[src/rtl/hdc_pkg.sv]
// Shared constants and types for the LBP front-end of the dense HDC classifier.
// Channel count, code length and sample width are fixed here for the whole slice.
package hdc_pkg;

  localparam int E          = 64;
  localparam int LBP_LENGTH = 6;
  localparam int SAMPLE_W   = 16;
  localparam int CH_IDX_W   = $clog2(E);
  localparam int DROP_CNT_W = 16;

  typedef logic [LBP_LENGTH-1:0] lbp_code_t;
  typedef lbp_code_t [E-1:0] lbp_frame_t;

  typedef enum logic {
    WARMUP = 1'b0,
    RUN    = 1'b1
  } lbp_state_e;

endpackage

[src/rtl/lbp_out_buffer.sv]
// Output frame holding register with valid flag; consumed by send_next_LBP.
// Latency: load visible next cycle. Overflow: with LBP_DROP_EN an unconsumed frame is
// overwritten and counted (saturating); otherwise the producer must never overwrite.
module lbp_out_buffer
  import hdc_pkg::*;
(
  input  logic                  clk_i,
  input  logic                  arst_n_in,
  input  logic                  load,
  input  logic                  send_next_LBP,
  input  lbp_frame_t            frame_d,
  output logic                  lbp_valid_o,
  output lbp_frame_t            frame_q,
  output logic [DROP_CNT_W-1:0] drop_cnt_o
);

  logic consume;

  assign consume = lbp_valid_o & send_next_LBP;

  // A load in the same cycle as a consume keeps valid high with no bubble.
  always_ff @(posedge clk_i or negedge arst_n_in) begin
    if (!arst_n_in) begin
      lbp_valid_o <= 1'b0;
      frame_q     <= '0;
    end else if (load) begin
      lbp_valid_o <= 1'b1;
      frame_q     <= frame_d;
    end else if (consume) begin
      lbp_valid_o <= 1'b0;
    end
  end

`ifdef LBP_DROP_EN
  always_ff @(posedge clk_i or negedge arst_n_in) begin
    if (!arst_n_in) begin
      drop_cnt_o <= '0;
    end else if (load && lbp_valid_o && !send_next_LBP && (drop_cnt_o != '1)) begin
      drop_cnt_o <= drop_cnt_o + DROP_CNT_W'(1);
    end
  end
`else
  assign drop_cnt_o = '0;
`endif

endmodule

[src/rtl/lbp_code_gen.sv]
// Per-channel LBP code generator over a time-multiplexed sample stream (build option LBP_DROP_EN).
// Latency: frame valid 1 cycle after ch E-1 is accepted. Backpressure: stalls only ch E-1 while
// an unconsumed frame is held (default); with LBP_DROP_EN never stalls and drops old frames.
module lbp_code_gen
  import hdc_pkg::*;
(
  input  logic                       clk_i,
  input  logic                       arst_n_in,
  input  logic                       sample_valid_i,
  input  logic [SAMPLE_W-1:0]        sample_i,
  output logic                       sample_ready_o,
  input  logic                       send_next_LBP,
  output logic                       lbp_valid_o,
  output logic [E*LBP_LENGTH-1:0]    LBP_codes_o,
  output logic                       frame_start_o,
  output logic [DROP_CNT_W-1:0]      drop_cnt_o
);

  localparam int WARM_W = $clog2(LBP_LENGTH + 2);
  localparam logic [0:0] ST_WARMUP = WARMUP;
  localparam logic [0:0] ST_RUN    = RUN;

  logic [CH_IDX_W-1:0] ch_idx;
  logic [0:0]          state;
  logic [WARM_W-1:0]   warm_cnt;
  logic [SAMPLE_W-1:0] prev_q [E];
  lbp_frame_t          code_q;
  lbp_frame_t          code_d;
  lbp_frame_t          frame_q;
  logic                last_ch;
  logic                accept;
  logic                frame_done;
  logic                load;
  logic                cmp_bit;

  assign last_ch = (ch_idx == CH_IDX_W'(E - 1));

`ifdef LBP_DROP_EN
  assign sample_ready_o = 1'b1;
`else
  assign sample_ready_o = !(last_ch && (state == ST_RUN) && lbp_valid_o && !send_next_LBP);
`endif

  assign accept     = sample_valid_i & sample_ready_o;
  assign frame_done = accept & last_ch;
  assign cmp_bit    = $signed(sample_i) > $signed(prev_q[ch_idx]);

  // The frame that completes warm-up is already the first meaningful one, so it loads too.
  assign load = frame_done & ((state == ST_RUN) | (warm_cnt == WARM_W'(LBP_LENGTH)));

  always_comb begin
    code_d         = code_q;
    code_d[ch_idx] = {code_q[ch_idx][LBP_LENGTH-2:0], cmp_bit};
  end

  always_ff @(posedge clk_i or negedge arst_n_in) begin
    if (!arst_n_in) begin
      ch_idx        <= '0;
      frame_start_o <= 1'b1;
      code_q        <= '0;
      for (int c = 0; c < E; c++) begin
        prev_q[c] <= '0;
      end
    end else if (accept) begin
      ch_idx         <= ch_idx + CH_IDX_W'(1);
      frame_start_o  <= last_ch;
      code_q         <= code_d;
      prev_q[ch_idx] <= sample_i;
    end
  end

  always_ff @(posedge clk_i or negedge arst_n_in) begin
    if (!arst_n_in) begin
      state    <= ST_WARMUP;
      warm_cnt <= '0;
    end else if (frame_done && (state == ST_WARMUP)) begin
      warm_cnt <= warm_cnt + WARM_W'(1);
      if (warm_cnt == WARM_W'(LBP_LENGTH)) begin
        state <= ST_RUN;
      end
    end
  end

  lbp_out_buffer u_out_buffer (
    .clk_i         (clk_i),
    .arst_n_in     (arst_n_in),
    .load          (load),
    .send_next_LBP (send_next_LBP),
    .frame_d       (code_d),
    .lbp_valid_o   (lbp_valid_o),
    .frame_q       (frame_q),
    .drop_cnt_o    (drop_cnt_o)
  );

  assign LBP_codes_o = frame_q;

endmodule

[config.mk]
export PLATFORM = sky130hd
export DESIGN_NAME = lbp_code_gen
export DESIGN_NICKNAME = d
export VERILOG_FILES = /design/src/rtl/hdc_pkg.sv /design/src/rtl/lbp_out_buffer.sv /design/src/rtl/lbp_code_gen.sv
export SDC_FILE = /design/constraint.sdc
export NUM_CORES = 2
export LEC_CHECK = 0
export ABC_CLOCK_PERIOD_IN_PS = 5200
export BUFFER_PORTS_ARGS = -buffer_cell sky130_fd_sc_hd__buf_2
export CAP_MARGIN = 20
export CORE_MARGIN = 1
export CORE_UTILIZATION = 62
export DETAILED_ROUTE_END_ITERATION = 7
export PLACE_DENSITY_LB_ADDON = 0.1
export REMOVE_ABC_BUFFERS = 1
export SLEW_MARGIN = 5
export SYNTH_ARGS = -nofsm -noshare
export SYNTH_HDL_FRONTEND = slang
export SYNTH_HIERARCHICAL = 1
export SYNTH_SLANG_ARGS = --single-unit
[constraint.sdc]
create_clock -name clk_i -period 5.2 [get_ports clk_i]
set_input_delay 1.3 -clock clk_i [delete_from_list [all_inputs] [get_ports clk_i]]
set_output_delay 1.3 -clock clk_i [all_outputs]
set_load 0.005 [all_outputs]
After elaboration in Yosys (flattened, before gate mapping)

Cells that the tools add are included.

Add/subtract/negate cells: 2
Magnitude comparators: 5
Eq/ne operators: 2
Mux-type cells: 13
Bitwise logic cells: 7
Reductions and logical operators: 10

Operators with widths:

| operator            | number |
|---|---|
| $bwmux 1024         | 1 |
| $bwmux 384          | 1 |
| $bmux 16 s6         | 1 |
| $demux 16 s6        | 1 |
| $mux 16             | 3 |
| $bmux 6 s6          | 1 |
| $demux 6 s6         | 1 |
| $gt 16x16->1        | 1 |
| $ge 7x7->1 const B  | 1 |
| $lt 6x7->1 const B  | 1 |
| $lt 7x1->1 const B  | 1 |
| $not 6->7           | 1 |
| $add 6x1->6 const B | 1 |
| $eq 6x6->1 const B  | 1 |
| $ge 6x1->1 const B  | 1 |
| $logic_and 1x1->1   | 6 |
| $mux 6              | 1 |
| $mux 5              | 1 |
| $and 1x1->1         | 4 |
| $add 3x1->3 const B | 1 |
| $eq 3x3->1 const B  | 1 |
| $logic_not 1->1     | 2 |
| $mux 1              | 2 |
| $reduce_and 2->1    | 1 |
| other kinds (3)     | 3 |

Register bits: 1804
Bits of input ports: 20
Output and inout port bits: 403
Word-level logic and storage cells: 236

Longest topological paths before layout

Depth in word-level cells: 9
Mapped depth: 24
Gate-level depth less buffers: 14

Cells and area by module

Netlist, hierarchy kept.

By module, submodules not included:

| module         | times used | cells each | area each (sq um) | seq. area each (sq um) |
|---|---|---|---|---|
| lbp_code_gen   | 1          | 6254       | 69085.0           | 35510.3 |
| lbp_out_buffer | 1          | 831        | 15917.8           | 9634.2 |

Worst setup path after synthesis

No wires, ideal clock.

Path kind: flip-flop to flip-flop
Start point: register ch_idx[1]
End point: register u_out_buffer/frame_q[264] in the netlist's numbering
Library setup time: 125 ps
Arrival: 4459 ps
Data required time: 5075 ps
Slack: 616 ps
Cell stages (with the launch flop): 23
Path buffers: 10
Period minus slack after synthesis: 4584 ps
Cell sequence: dfrtp_1 -> buf_6 -> buf_12 -> buf_12 -> buf_12 -> buf_8 -> buf_6 -> buf_6 -> buf_2 -> mux4_2 -> a221oi_1 -> o21ai_0 -> nor4_1 -> ha_1 -> nor2b_1 -> o211ai_1 -> a21oi_1 -> o311ai_0 -> a31o_2 -> clkbuf_1 -> buf_1 -> a31oi_1 -> mux2_4

RTL lines:

| element                | RTL line             | source |
|---|---|---|
| from (decl)            | lbp_code_gen.sv:23   | `logic [CH_IDX_W-1:0] ch_idx;` |
| from (signal assigned) | lbp_code_gen.sv:65   | `ch_idx <= ch_idx + CH_IDX_W'(1);` |
| to (signal assigned)   | lbp_out_buffer.sv:28 | `frame_q <= frame_d;` |
| to (decl)              | lbp_out_buffer.sv:13 | `output lbp_frame_t frame_q,` |

==> metrics <==
outcome finished clean; hold_buf cts 0; remaining global-route overflow 0; transition at the pin with the smallest max-transition slack 1.33 ns; Post-Route Setup TNS 0 ns; count of unique library cells instantiated by Yosys 79; async set-reset flop share out of synthesis 1.00; detailed-route via count 63000; synthesized netlist cell count 7085; Synthesis Warnings 6; worst endpoint required time 5.91 ns; maximum ir drop on the vdd rail 0.448 mV; Rel. slew slack 0.112; Hold/Removal Path Class in2async; Clock transition at path regs 0.06 ns; HPWL after detailed placement 186 mm; CP max FO 37; share of the yosys chip area belonging to registers 0.531; part of the cycle the worst path needs 0.992; cts bufs inserted 183; boundary pin count 423; Post-Route Utilization 0.715; Synth Cell Area 0.0850 mm^2; synthesis-to-finish area growth 14.3%; number of max-slew violations in the final report 0; P_leak 0.0446 uW; arrival time of data at the critical path endpoint 5.86 ns; final count of hold timing violations 0; number of remaining DRC errors 0; non-filler cells, final 9421; core area 0.136 mm^2; startpoint type of the worst setup path register; category of the worst setup path capture point register; via count of the first global-routing pass 61600; share of cells above drive strength 1 0.375; maximum buffer depth of the clock tree 3; startpoint-to-endpoint class of the critical path reg2reg; clock tree root driver cell sky130_fd_sc_hd__clkbuf_16; largest net degree at the start of global routing 119; die outline width 372 um; Inst Count DP 9077; average wire length per cell after detail routing 29.9 um; top-area cell type share of the netlist area 0.531; clock latency on the worst-skew pair 0.83 ns; First DRT Iteration DRCs 7630; minimum clock period after layout 5.16 ns; setup repair after global routing missed its margin no; global-route wire length before repair 414 mm; maximum operating frequency 0.194 GHz; PD cells 664 mW/mm^2; initial antenna violation count 14; First-pass DRT Iterations 6; total setup violations reported at the end of the flow 0; detail-routed via count per cell 6.68; total number of clock tree sinks 1804; Die Area 0.139 mm^2; flops & latches, synth 1804; top_reg_cell synth sky130_fd_sc_hd__dfrtp_1; final routed wirelength across all metal layers 282 mm; number of nets at the end of the flow 7524; library cell with the largest summed area after synthesis sky130_fd_sc_hd__dfrtp_1; maximum clock skew at final layout 0.0263 ns; biggest area contributors in the synthesized netlist sky130_fd_sc_hd__dfrtp_1 53%, sky130_fd_sc_hd__mux2_2 14%, sky130_fd_sc_hd__mux2_4 6.2%, sky130_fd_sc_hd__a21oi_1 3.1%, sky130_fd_sc_hd__mux4_2 3.0%; maximum level of the CTS H-tree 4; number of nets with antenna violations after detailed routing 0; starting utilization of the core area 0.626; Chip Height 372 um; total routing resource utilization after global routing 0.408; cell row count 135; number of flops mapped to enable cells by yosys 0; number of input and output port buffers inserted 406; reported max-cap violation count 0; CTS tree yes; last weighted congestion value of the routability-driven placer 0.980; syn_area_per_cell 12.0 um^2
path summary, 6_finish.rpt:
check                         startpoint                        to  slack [ns]  depth (start not counted)
min in group clk_i         frame_start_o             frame_start_o        0.46                          2
max in group asynchronous      arst_n_in               prev_q[269]        3.30                          2
max                            ch_idx[2]   u_out_buffer/frame_q[0]        0.04                         15
min reg2reg                frame_start_o             frame_start_o        0.46                          2
min                            arst_n_in  u_out_buffer/frame_q[89]        0.44                          1
max reg2reg                    ch_idx[2]   u_out_buffer/frame_q[0]        0.04                         15
worst max-delay path: stages (launching register included):
cell and delay, ns:
sky130_fd_sc_hd__dfrtp_4 0.62, sky130_fd_sc_hd__buf_12 0.32, sky130_fd_sc_hd__mux4_2 0.34, sky130_fd_sc_hd__mux2i_1 0.45, sky130_fd_sc_hd__o22ai_1 0.17, sky130_fd_sc_hd__a21oi_1 0.45
sky130_fd_sc_hd__o2111ai_1 0.29, sky130_fd_sc_hd__a211oi_1 0.31, sky130_fd_sc_hd__ha_1 0.33, sky130_fd_sc_hd__a21oi_1 0.19, sky130_fd_sc_hd__a21oi_1 0.10, sky130_fd_sc_hd__o311ai_0 0.38
sky130_fd_sc_hd__a31o_4 0.35, sky130_fd_sc_hd__buf_12 0.25, sky130_fd_sc_hd__a31oi_1 0.12, sky130_fd_sc_hd__mux2_4 0.28
logic make-up (layout without fill, tap and decap cells):
group | count (synthesis) | count (layout) | synth area share
other | 1 | 24 | 0.0000441
flip-flops | 1804 | 1804 | 0.531
AND/OR/NAND/NOR | 1361 | 1361 | 0.0641
buffers and inverters | 739 | 1271 | 0.0443
AO/OA/AOI/OAI | 1464 | 1464 | 0.105
multiplexers | 1691 | 1691 | 0.252
adder cells (fa/ha/maj) | 19 | 19 | 0.00280
XOR/XNOR | 6 | 6 | 0.000618
where the power goes:
part / internal, uW / switching, uW
Sequential: 19300 / 3550
Combinational: 11500 / 16700
Clock: 7720 / 5650
Total: 38600 / 25900
layout by cell type, fill, tap and decap left out, types with 7 or more instances in the layout:
master and n:
sky130_fd_sc_hd__nor3_2 32, sky130_fd_sc_hd__bufinv_16 7, sky130_fd_sc_hd__a22oi_1 64, sky130_fd_sc_hd__diode_2 8, sky130_fd_sc_hd__conb_1 16, sky130_fd_sc_hd__o2bb2ai_1 11
sky130_fd_sc_hd__buf_2 405, sky130_fd_sc_hd__dfrtp_1 1800, sky130_fd_sc_hd__mux2i_1 165, sky130_fd_sc_hd__o21ai_0 383, sky130_fd_sc_hd__inv_1 7, sky130_fd_sc_hd__nand2_1 613
sky130_fd_sc_hd__clkbuf_16 189, sky130_fd_sc_hd__mux4_2 112, sky130_fd_sc_hd__clkbuf_1 41, sky130_fd_sc_hd__a222oi_1 8, sky130_fd_sc_hd__a22o_1 29, sky130_fd_sc_hd__a21oi_1 517
sky130_fd_sc_hd__buf_12 84, sky130_fd_sc_hd__a221o_1 22, sky130_fd_sc_hd__a31oi_1 130, sky130_fd_sc_hd__mux2_4 353, sky130_fd_sc_hd__o22a_1 9, sky130_fd_sc_hd__clkbuf_8 51
sky130_fd_sc_hd__buf_4 436, sky130_fd_sc_hd__inv_6 8, sky130_fd_sc_hd__nor2_2 32, sky130_fd_sc_hd__a211oi_1 17, sky130_fd_sc_hd__o221ai_1 14, sky130_fd_sc_hd__a221oi_1 146
sky130_fd_sc_hd__o22ai_1 63, sky130_fd_sc_hd__mux2_2 1053, sky130_fd_sc_hd__o211ai_1 11, sky130_fd_sc_hd__clkinv_2 33, sky130_fd_sc_hd__nor2_1 595, sky130_fd_sc_hd__ha_1 19
sky130_fd_sc_hd__nand3_1 7
registers in the layout, indices dropped and copies added, names as in the netlist:
name	flops
prev_q	1024
ch_idx	6
state	1
u_out_buffer/frame_q	384
warm_cnt	3
code_q	384
u_out_buffer/lbp_valid_o	1
frame_start_o	1
layer usage:
metal | up-vias | GRT usage | wire (um)
met5 | - | 0.00280 | 224
met4 | 26 | 0.207 | 15900
met3 | 745 | 0.101 | 29500
met2 | 3576 | 0.595 | 123000
met1 | 32500 | 0.568 | 113000
li1 | 26100 | - | -
cell type report:
| type | count | area [um^2] |
|---|---|---|
| repair buffers | 928 | 7030 |
| diodes | 8 | 20.0 |
| fillers | 9567 | 38700 |
| clock inverters | 51 | 488 |
| multi-input cells | 4557 | 36600 |
| inverters | 11 | 45.0 |
| clock buffers | 281 | 5590 |
| well taps | 1781 | 2230 |
| flip-flops and latches | 1804 | 45200 |
cell usage after synthesis (17+ instances only):
library cell / count
sky130_fd_sc_hd__nor3_1: 34
sky130_fd_sc_hd__mux4_2: 112
sky130_fd_sc_hd__o21ai_0: 385
sky130_fd_sc_hd__clkbuf_1: 434
sky130_fd_sc_hd__buf_4: 54
sky130_fd_sc_hd__a22oi_1: 64
sky130_fd_sc_hd__mux2i_1: 165
sky130_fd_sc_hd__a221o_1: 22
sky130_fd_sc_hd__nor2_1: 631
sky130_fd_sc_hd__a22o_1: 29
sky130_fd_sc_hd__buf_6: 45
sky130_fd_sc_hd__a221oi_1: 146
sky130_fd_sc_hd__o22ai_1: 63
sky130_fd_sc_hd__mux2_4: 353
sky130_fd_sc_hd__nand2_1: 613
sky130_fd_sc_hd__a211oi_1: 17
sky130_fd_sc_hd__a31oi_1: 130
sky130_fd_sc_hd__buf_2: 141
sky130_fd_sc_hd__dfrtp_1: 1803
sky130_fd_sc_hd__ha_1: 19
sky130_fd_sc_hd__mux2_2: 1053
sky130_fd_sc_hd__a21oi_1: 520
sky130_fd_sc_hd__buf_1: 31
per-stage QoR:
stage | hold WS [ns] | instance area, um^2 | total power, uW | setup slack, ns
3_5_place_dp | 0.456 | 91000 | 50200 | 0.176
5_1_grt | 0.480 | 97100 | 66900 | 0.0164
2_1_floorplan | 0.440 | 81300 | 37500 | -30.80
3_3_place_gp | 0.452 | 91000 | 49400 | 0.228
4_1_cts | 0.466 | 97100 | 63600 | 0.147
6_report | 0.443 | 97200 | 64500 | 0.0411
repair_timing:
item                       4_1_cts  5_1_grt
hold endpoints to repair         0        0
resized for setup                0        2
setup buffers                    0        2
setup endpoints to repair        0       92
Power figures use the tool's default switching activity.
